File: src/rtl/apple_spawn_ctrl.sv
// Apple placement controller: LFSR-driven candidate search with checker
// handshake, retry budget and a deterministic row-major scan fallback.
module apple_spawn_ctrl #(
    parameter int unsigned MAX_TRIES = 16,
    parameter logic [7:0]  LFSR_SEED = 8'hA5
) (
    input  logic       clk,
    input  logic       nreset,
    input  logic       req,
    input  logic [3:0] xmin,
    input  logic [3:0] xmax,
    input  logic [3:0] ymin,
    input  logic [3:0] ymax,
    input  logic       chk_reject,
    output logic [7:0] cand,
    output logic       cand_valid,
    output logic [7:0] apple_loc,
    output logic       apple_valid,
    output logic       busy,
    output logic       fail
);

    localparam int unsigned   TRY_W   = $clog2(MAX_TRIES + 1);
    localparam logic [TRY_W-1:0] TRY_MAX = TRY_W'(MAX_TRIES);

    typedef enum logic [2:0] {
        IDLE,
        GEN,
        ISSUE,
        WAIT,
        SCAN_ISSUE,
        SCAN_WAIT
    } state_t;

    state_t             state_q, state_d;
    logic [7:0]         lfsr_q, lfsr_d;
    logic [TRY_W-1:0]   tries_q, tries_d, tries_inc;
    logic [3:0]         xmin_q, xmax_q, ymin_q, ymax_q;
    logic [3:0]         xmin_d, xmax_d, ymin_d, ymax_d;
    logic [7:0]         cand_d, apple_loc_d;
    logic               cand_valid_d, apple_valid_d, busy_d, fail_d;

    logic [3:0]         xmin_p1, ymin_p1, xmax_m1, ymax_m1;
    logic               lfsr_inb, no_legal, scan_last, scan_go;
    logic [7:0]         scan_first, scan_next;

    // Bound-derived helpers, all in 4-bit unsigned arithmetic
    always_comb begin
        xmin_p1    = xmin_q + 4'd1;
        ymin_p1    = ymin_q + 4'd1;
        xmax_m1    = xmax_q - 4'd1;
        ymax_m1    = ymax_q - 4'd1;
        lfsr_d     = {lfsr_q[6:0], lfsr_q[7] ^ lfsr_q[5] ^ lfsr_q[4] ^ lfsr_q[3]};
        lfsr_inb   = (lfsr_q[3:0] > xmin_q) && (lfsr_q[3:0] < xmax_q) &&
                     (lfsr_q[7:4] > ymin_q) && (lfsr_q[7:4] < ymax_q);
        no_legal   = (xmin_p1 >= xmax_q) || (ymin_p1 >= ymax_q);
        scan_first = {ymin_p1, xmin_p1};
        scan_last  = (cand == {ymax_m1, xmax_m1});
        scan_next  = (cand[3:0] == xmax_m1) ? {cand[7:4] + 4'd1, xmin_p1}
                                            : {cand[7:4], cand[3:0] + 4'd1};
        tries_inc  = (tries_q == TRY_MAX) ? tries_q : tries_q + TRY_W'(1);
    end

    // Next-state and next-output logic
    always_comb begin
        state_d       = state_q;
        tries_d       = tries_q;
        xmin_d        = xmin_q;
        xmax_d        = xmax_q;
        ymin_d        = ymin_q;
        ymax_d        = ymax_q;
        cand_d        = cand;
        apple_loc_d   = apple_loc;
        fail_d        = fail;
        cand_valid_d  = 1'b0;
        apple_valid_d = 1'b0;
        scan_go       = 1'b0;

        unique case (state_q)
            IDLE: begin
                if (req) begin
                    xmin_d  = xmin;
                    xmax_d  = xmax;
                    ymin_d  = ymin;
                    ymax_d  = ymax;
                    tries_d = '0;
                    fail_d  = 1'b0;
                    state_d = GEN;
                end
            end
            GEN: begin
                if (lfsr_inb) begin
                    cand_d       = lfsr_q;
                    cand_valid_d = 1'b1;
                    state_d      = ISSUE;
                end else begin
                    tries_d = tries_inc;
                    scan_go = (tries_inc == TRY_MAX);
                end
            end
            ISSUE: state_d = WAIT;
            WAIT: begin
                if (!chk_reject) begin
                    apple_loc_d   = cand;
                    apple_valid_d = 1'b1;
                    state_d       = IDLE;
                end else begin
                    tries_d = tries_inc;
                    if (tries_inc == TRY_MAX) scan_go = 1'b1;
                    else                      state_d = GEN;
                end
            end
            SCAN_ISSUE: state_d = SCAN_WAIT;
            SCAN_WAIT: begin
                if (!chk_reject) begin
                    apple_loc_d   = cand;
                    apple_valid_d = 1'b1;
                    state_d       = IDLE;
                end else if (scan_last) begin
                    fail_d  = 1'b1;
                    state_d = IDLE;
                end else begin
                    cand_d       = scan_next;
                    cand_valid_d = 1'b1;
                    state_d      = SCAN_ISSUE;
                end
            end
            default: state_d = IDLE;
        endcase

        // Retry budget spent: start the scan, or give up if the field has no interior
        if (scan_go) begin
            if (no_legal) begin
                fail_d  = 1'b1;
                state_d = IDLE;
            end else begin
                cand_d       = scan_first;
                cand_valid_d = 1'b1;
                state_d      = SCAN_ISSUE;
            end
        end

        busy_d = (state_d != IDLE);
    end

    always_ff @(posedge clk or negedge nreset) begin
        if (!nreset) begin
            state_q     <= IDLE;
            lfsr_q      <= LFSR_SEED;
            tries_q     <= '0;
            xmin_q      <= 4'd0;
            xmax_q      <= 4'd0;
            ymin_q      <= 4'd0;
            ymax_q      <= 4'd0;
            cand        <= 8'h00;
            cand_valid  <= 1'b0;
            apple_loc   <= 8'h00;
            apple_valid <= 1'b0;
            busy        <= 1'b0;
            fail        <= 1'b0;
        end else begin
            state_q     <= state_d;
            lfsr_q      <= lfsr_d;
            tries_q     <= tries_d;
            xmin_q      <= xmin_d;
            xmax_q      <= xmax_d;
            ymin_q      <= ymin_d;
            ymax_q      <= ymax_d;
            cand        <= cand_d;
            cand_valid  <= cand_valid_d;
            apple_loc   <= apple_loc_d;
            apple_valid <= apple_valid_d;
            busy        <= busy_d;
            fail        <= fail_d;
        end
    end

endmodule

File: config.mk
export PLATFORM = sky130hd
export DESIGN_NAME = apple_spawn_ctrl
export DESIGN_NICKNAME = d
export VERILOG_FILES = /design/src/rtl/apple_spawn_ctrl.sv
export SDC_FILE = /design/constraint.sdc
export NUM_CORES = 1
export LEC_CHECK = 0
export BUFFER_PORTS_ARGS = -buffer_cell sky130_fd_sc_hd__buf_2
export CORE_MARGIN = 3
export CORE_UTILIZATION = 35
export DETAILED_ROUTE_END_ITERATION = 6
export PLACE_DENSITY = 0.62
export SLEW_MARGIN = 15
export SYNTH_ARGS = -nofsm -noshare
export SYNTH_HDL_FRONTEND = slang
export SYNTH_SLANG_ARGS = --single-unit
File: constraint.sdc
create_clock -name clk -period 3.1 [get_ports clk]
set_input_delay 0.62 -clock clk [delete_from_list [all_inputs] [get_ports clk]]
set_output_delay 0.62 -clock clk [all_outputs]
set_load 0.005 [all_outputs]
# ---- Word-level counts from Yosys, hierarchy flattened
# Cells that the tools add are included.
# W data, S select, Z words.
dict set report word_totals {
  input_bits 20
  word_cells 92
  reg_bits 52
  out_inout_bits 20
}
dict set report op_classes {
  n_eq_ne 12
  n_lt_le_gt_ge 6
  n_reduce_logical 11
  bitwise 4
  n_addsub 7
  mux 39
}
# op n
set op_table {}
lappend op_table {{$mux W8} 6}
lappend op_table {{$mux W3} 8}
lappend op_table {{$mux W5} 4}
lappend op_table {{$pmux W3 S6} 1}
lappend op_table {{$add A4 B1 Y4 const B} 4}
lappend op_table {{$pmux W8 S2} 1}
lappend op_table {{$mux W1} 15}
lappend op_table {{$pmux W5 S3} 1}
lappend op_table {{$eq A5 B5 Y1 const B} 2}
lappend op_table {{$eq A8 B8 Y1} 1}
lappend op_table {{$ge A4 B4 Y1} 2}
lappend op_table {{$gt A4 B4 Y1} 2}
lappend op_table {{$lt A4 B4 Y1} 2}
lappend op_table {{$sub A4 B1 Y4 const B} 2}
lappend op_table {{$eq A3 B2 Y1 const B} 2}
lappend op_table {{$eq A3 B3 Y1 const B} 2}
lappend op_table {{$ne A2 B2 Y1 const B} 3}
lappend op_table {{$pmux W1 S2} 3}
lappend op_table {{$reduce_bool A3 Y1} 2}
lappend op_table {{$add A5 B1 Y5 const B} 1}
lappend op_table {{$eq A4 B4 Y1} 1}
lappend op_table {{$reduce_and A2 Y1} 2}
lappend op_table {{$reduce_and A4 Y1} 1}
lappend op_table {{$eq A3 B1 Y1 const B} 1}
lappend op_table {{other kinds (6)} 10}

# ---- Logic depth before layout (Yosys ltp)
dict set report depth {
  ltp_word 8
  ltp_mapped 11
  ltp_nobuf 10
}

# ---- Least setup slack after synthesis
# OpenSTA, ideal clock, no wires.
dict set report synth_timing {
  kind {register to register}
  from {register ymin_q[0]}
  to {register cand[5]}
  path_buffers 1
  setup_time_ps 125
  slack_ps 424
  t_required_ps 2975
  t_arrival_ps 2552
  stages_incl_launch_ff 9
  period_less_slack_ps 2676
  path_cell_list {dfrtp_1 > ha_1 > ha_1 > a21o_1 > a21o_1 > a2111oi_1 > o2111a_1 > buf_2 > mux2_2}
}
dict set report synth_via {
  elab_chain_cells 7
  word_cells_on_any_way 12
  classes_between {add/sub (1); order compare (2); mux (6); reduce/logical (3)}
}
# element line
set synth_rtl {}
lappend synth_rtl {{start: declaration} 38} ;# logic [3:0] xmin_q, xmax_q, ymin_q, ymax_q;
lappend synth_rtl {{start signal: assignment} 167} ;# ymin_q <= ymin_d;
lappend synth_rtl {{parallel branches: the longest is 6 deep, another holds $add A4 B1 Y4} -}
lappend synth_rtl {{$mux W8 (*)} 132} ;# if (scan_go) begin
lappend synth_rtl {{via cand_d[5]} 40} ;# logic [7:0] cand_d, apple_loc_d;
lappend synth_rtl {{end signal: assignment} 169} ;# cand <= cand_d;
lappend synth_rtl {{end: declaration} 15} ;# output logic [7:0] cand,
# Mark *: on every way through the listed nets, which the timed path passes.
# A chain may end at the register's enable or synchronous reset.

# ---- Final worst setup path
dict set report layout_timing {
  from {register ymin_q[0]}
  to {register cand[1]}
}
# Same word-level chain as after synthesis.

==> out/qor.yml <==
global_route:
  grt.met2_usage_pct: 26.00
  grt_usage_pct: 15.52
  grt_overflow: 0
  busiest_layer: "met2"
  grt_pass1_vias: 2697
  grt_max_degree: 53
  grtUsageMet3_pct: 2.679
  grt_pass1_wl_um: 13970
  grt_use_met1_pct: 21.62
  antenna_found_initial: 0
power:
  power.net_switching_uw: 1474
  switching_share_pct: 42.69
  powerDensity_nw_per_um2: 901.7
  p_int_uw: 1979
  power_frac_comb_pct: 52.0
  clock_power_share_pct: 13.7
  seqPwrFrac_pct: 34.4
  p_leak_uw: 0.001833
  ir_drop_mv: 0.3524
floorplan:
  die_h_um: 103.8
  core_area_um2: 9284
  ios: 40
  fp-row-count: 35
  dieArea_um2: 10780
  initial_core_util_pct: 36.06
  die_w_um: 103.8
timing:
  slew_headroom_pct: 55.35
  report.final.slew_viol_count: 0
  setup_tns_ns: 0
  rsz0062_at_grt: "no"
  fin_crit_sh_pct: 90.14
  timing.fmax_mhz: 357.9
  clock-skew-final_ns: 0.01201
  tightest_slew_ns: 0.6698
  hold_viol_final: 0
  setup_viol: 0
  min_period_ns: 2.794
placement:
  gp_congestion: 0.8579
  dp_hpwl_um: 6093
  place_area_um2: 3722
  io_buffers: 39
logic_synthesis:
  synth_compound_area_share_pct: 17.30
  ys_ff_latch: 52
  synth_top_area_share_pct: 35.87
  synth_top_area_cell: "dfrtp_1"
  async_flop_share_pct: 100.0
  synth_nets: 418
  synthMuxAreaShare_pct: 1.644
  synthCells: 368
  yosysSeqAreaShare_pct: 39.01
  synth_xor_xnor_area_share_pct: 6.016
  synthSimpleGateAreaFrac_pct: 19.84
  synth_warnings: 0
  synth_top_family_by_area: "simple AND/OR/NAND/NOR gates"
  synth_cell_types: 56
  ys_top_cells_by_area: "dfrtp_1 36%, ha_1 11%, nand2_1 5.4%, xnor2_1 4.2%, o21ai_0 3.9%"
  synth_flop_cell: "dfrtp_1"
  mappedNetlistArea_um2: 3348
  avgSynthCellArea_um2: 9.098
  synth_edf_count: 0
  synthAdderAreaFrac_pct: 11.21
route:
  wl_um: 8044
  drc: 0
  drt_iter0_markers: 119
  viasPerCell: 5.067
  routedWlPerCell_um: 14.90
  drt_pass1_iterations: 4
  ant_nets: 0
  vias: 2736
outcome:
  status: "finished clean"
cells_and_area:
  final_nets: 460
  finish.instance_area_um2: 3830
  layout_common_cells: "48 x nand2_1, 48 x dfrtp_1, 39 x buf_2"
  antenna_cells: 0
  area_delta_synth_final_pct: 14.39
  fillers: 968
  drive_gt1_share_pct: 17.03
clock_tree:
  clock_latency_ns: 0.31
  numCtsBuffers: 5
  cts_resized: 0
  clockBufferDepth: 2
  cts_tree: "done"
  cts_setup_buffers: 0
  cts-root-buf: "clkbuf_8"
  clock_sinks: 52
  path_clk_slew_ns: 0.10
  htree_levels: 2
  hold_buffers: 0
critical_path:
  rrSetupSlack_ns: 0.31
  cp-end-kind: "flop"
  path_class: "reg -> reg"
  worst-endpoint-arrival_ns: 3.02
  critPathRequiredTime_ns: 3.32
  critPathMaxFanout: 7
  crit_path_start_kind: "flop"
min_path:
  hold_path_class: "in -> async"
flow_run:
  cap_viol_max_count: 0
layout make-up:
type	count	area (µm²)	share of cell area [%]
clock buffers	6	72.57	1.895
well taps	129	161.4	4.214
inverters	31	116.4	3.038
repair buffers	48	262.8	6.861
clock inverters	2	35.03	0.9147
multi-input cells	272	1876	48.97
flip-flops and latches	52	1306	34.11
synthesized netlist by cell type, types with 2 or more instances:
library cell / n
a21o_1: 6
and2_1: 4
nor3_1: 6
o21a_1: 4
mux2_2: 4
a22oi_1: 3
a31oi_1: 2
nor4b_1: 2
inv_1: 31
clkbuf_1: 12
o2111a_1: 2
a221oi_1: 2
a22o_1: 2
o21ai_0: 26
a21oi_1: 13
dfstp_2: 4
a221o_1: 3
o221ai_1: 3
nor2b_1: 6
nand2b_1: 8
xnor2_1: 16
o211ai_1: 4
nor2_1: 18
xor2_1: 7
nand3_1: 15
or3_1: 3
o31ai_1: 4
and3_1: 4
ha_1: 30
nand4_1: 4
nand2_1: 48
dfrtp_1: 48
path summary, 6_finish.rpt:
check | startpoint | end | cells after the start
setup / recovery | ymin_q[0]$_DFFE_PN0P_ | cand[1]$_DFF_PN0_ | 10
hold / removal | nreset | tries_q[3]$_DFFE_PN0P_ | 2
setup reg to reg | ymin_q[0]$_DFFE_PN0P_ | cand[1]$_DFF_PN0_ | 10
hold reg to reg | lfsr_q[0]$_DFF_PN1_ | lfsr_q[1]$_DFF_PN0_ | 0
max in group asynchronous | nreset | cand[0]$_DFF_PN0_ | 2
min in group clk | lfsr_q[0]$_DFF_PN1_ | lfsr_q[1]$_DFF_PN0_ | 0
layer usage:
layer,up-vias,part of all wire [%]
li1,1379,-
met1,1304,50
met2,48,47
met3,5,2.9
met4,0,0.56
met5,-,0
worst max-delay path: stages, from the launching register on:
cell and delay [ns]:
dfrtp_1 0.46, ha_1 0.35, ha_1 0.28, a21o_1 0.16, a21o_1 0.17, a2111oi_1 0.43
buf_4 0.20, o2111a_1 0.25, buf_4 0.18, nor4b_1 0.06, nor3_1 0.18
sequential cells by signal (all words and copies together) (netlist names):
name / flops
state_q: 3
cand_valid: 1
tries_q: 5
fail: 1
cand: 8
xmax_q: 4
lfsr_q: 8
xmin_q: 4
busy: 1
ymin_q: 4
apple_valid: 1
apple_loc: 8
ymax_q: 4
cell families after synthesis:
family | Yosys count
AND/OR/NAND/NOR | 129
AO/OA/AOI/OAI | 85
flip-flops | 52
buffers and inverters | 44
adder cells (fa/ha/maj) | 30
XOR/XNOR | 23
multiplexers | 5
stage by stage:
| stage | setup WS (ns) | power, µW | utilization, % | std cells | hold slack, ns |
|---|---|---|---|---|---|
| finish | 0.3057 | 3453 | 41.25 | 540 | 0.4185 |
| detailed placement | 0.3574 | 3007 | 40.09 | 532 | 0.4087 |
| global placement | 0.3617 | 2942 | 40.09 | 532 | 0.4137 |
| floorplan | 0.4236 | 2447 | - | 368 | 0.3244 |
| CTS | 0.3216 | 3488 | 41.25 | 540 | 0.4179 |
| global route | 0.1569 | 3808 | 41.25 | 540 | 0.4283 |
power groups by stage:
| stage | Clock, µW | Sequential (µW) | Combinational [µW] |
|---|---|---|---|
| CTS | 486 | 1190 | 1810 |
| floorplan | 0 | 1120 | 1330 |
| global placement | 0 | 1190 | 1750 |
| finish | 471 | 1190 | 1800 |
| detailed placement | 0 | 1200 | 1800 |
| global route | 512 | 1230 | 2070 |
No activity file was read; power rests on OpenSTA's default activity.
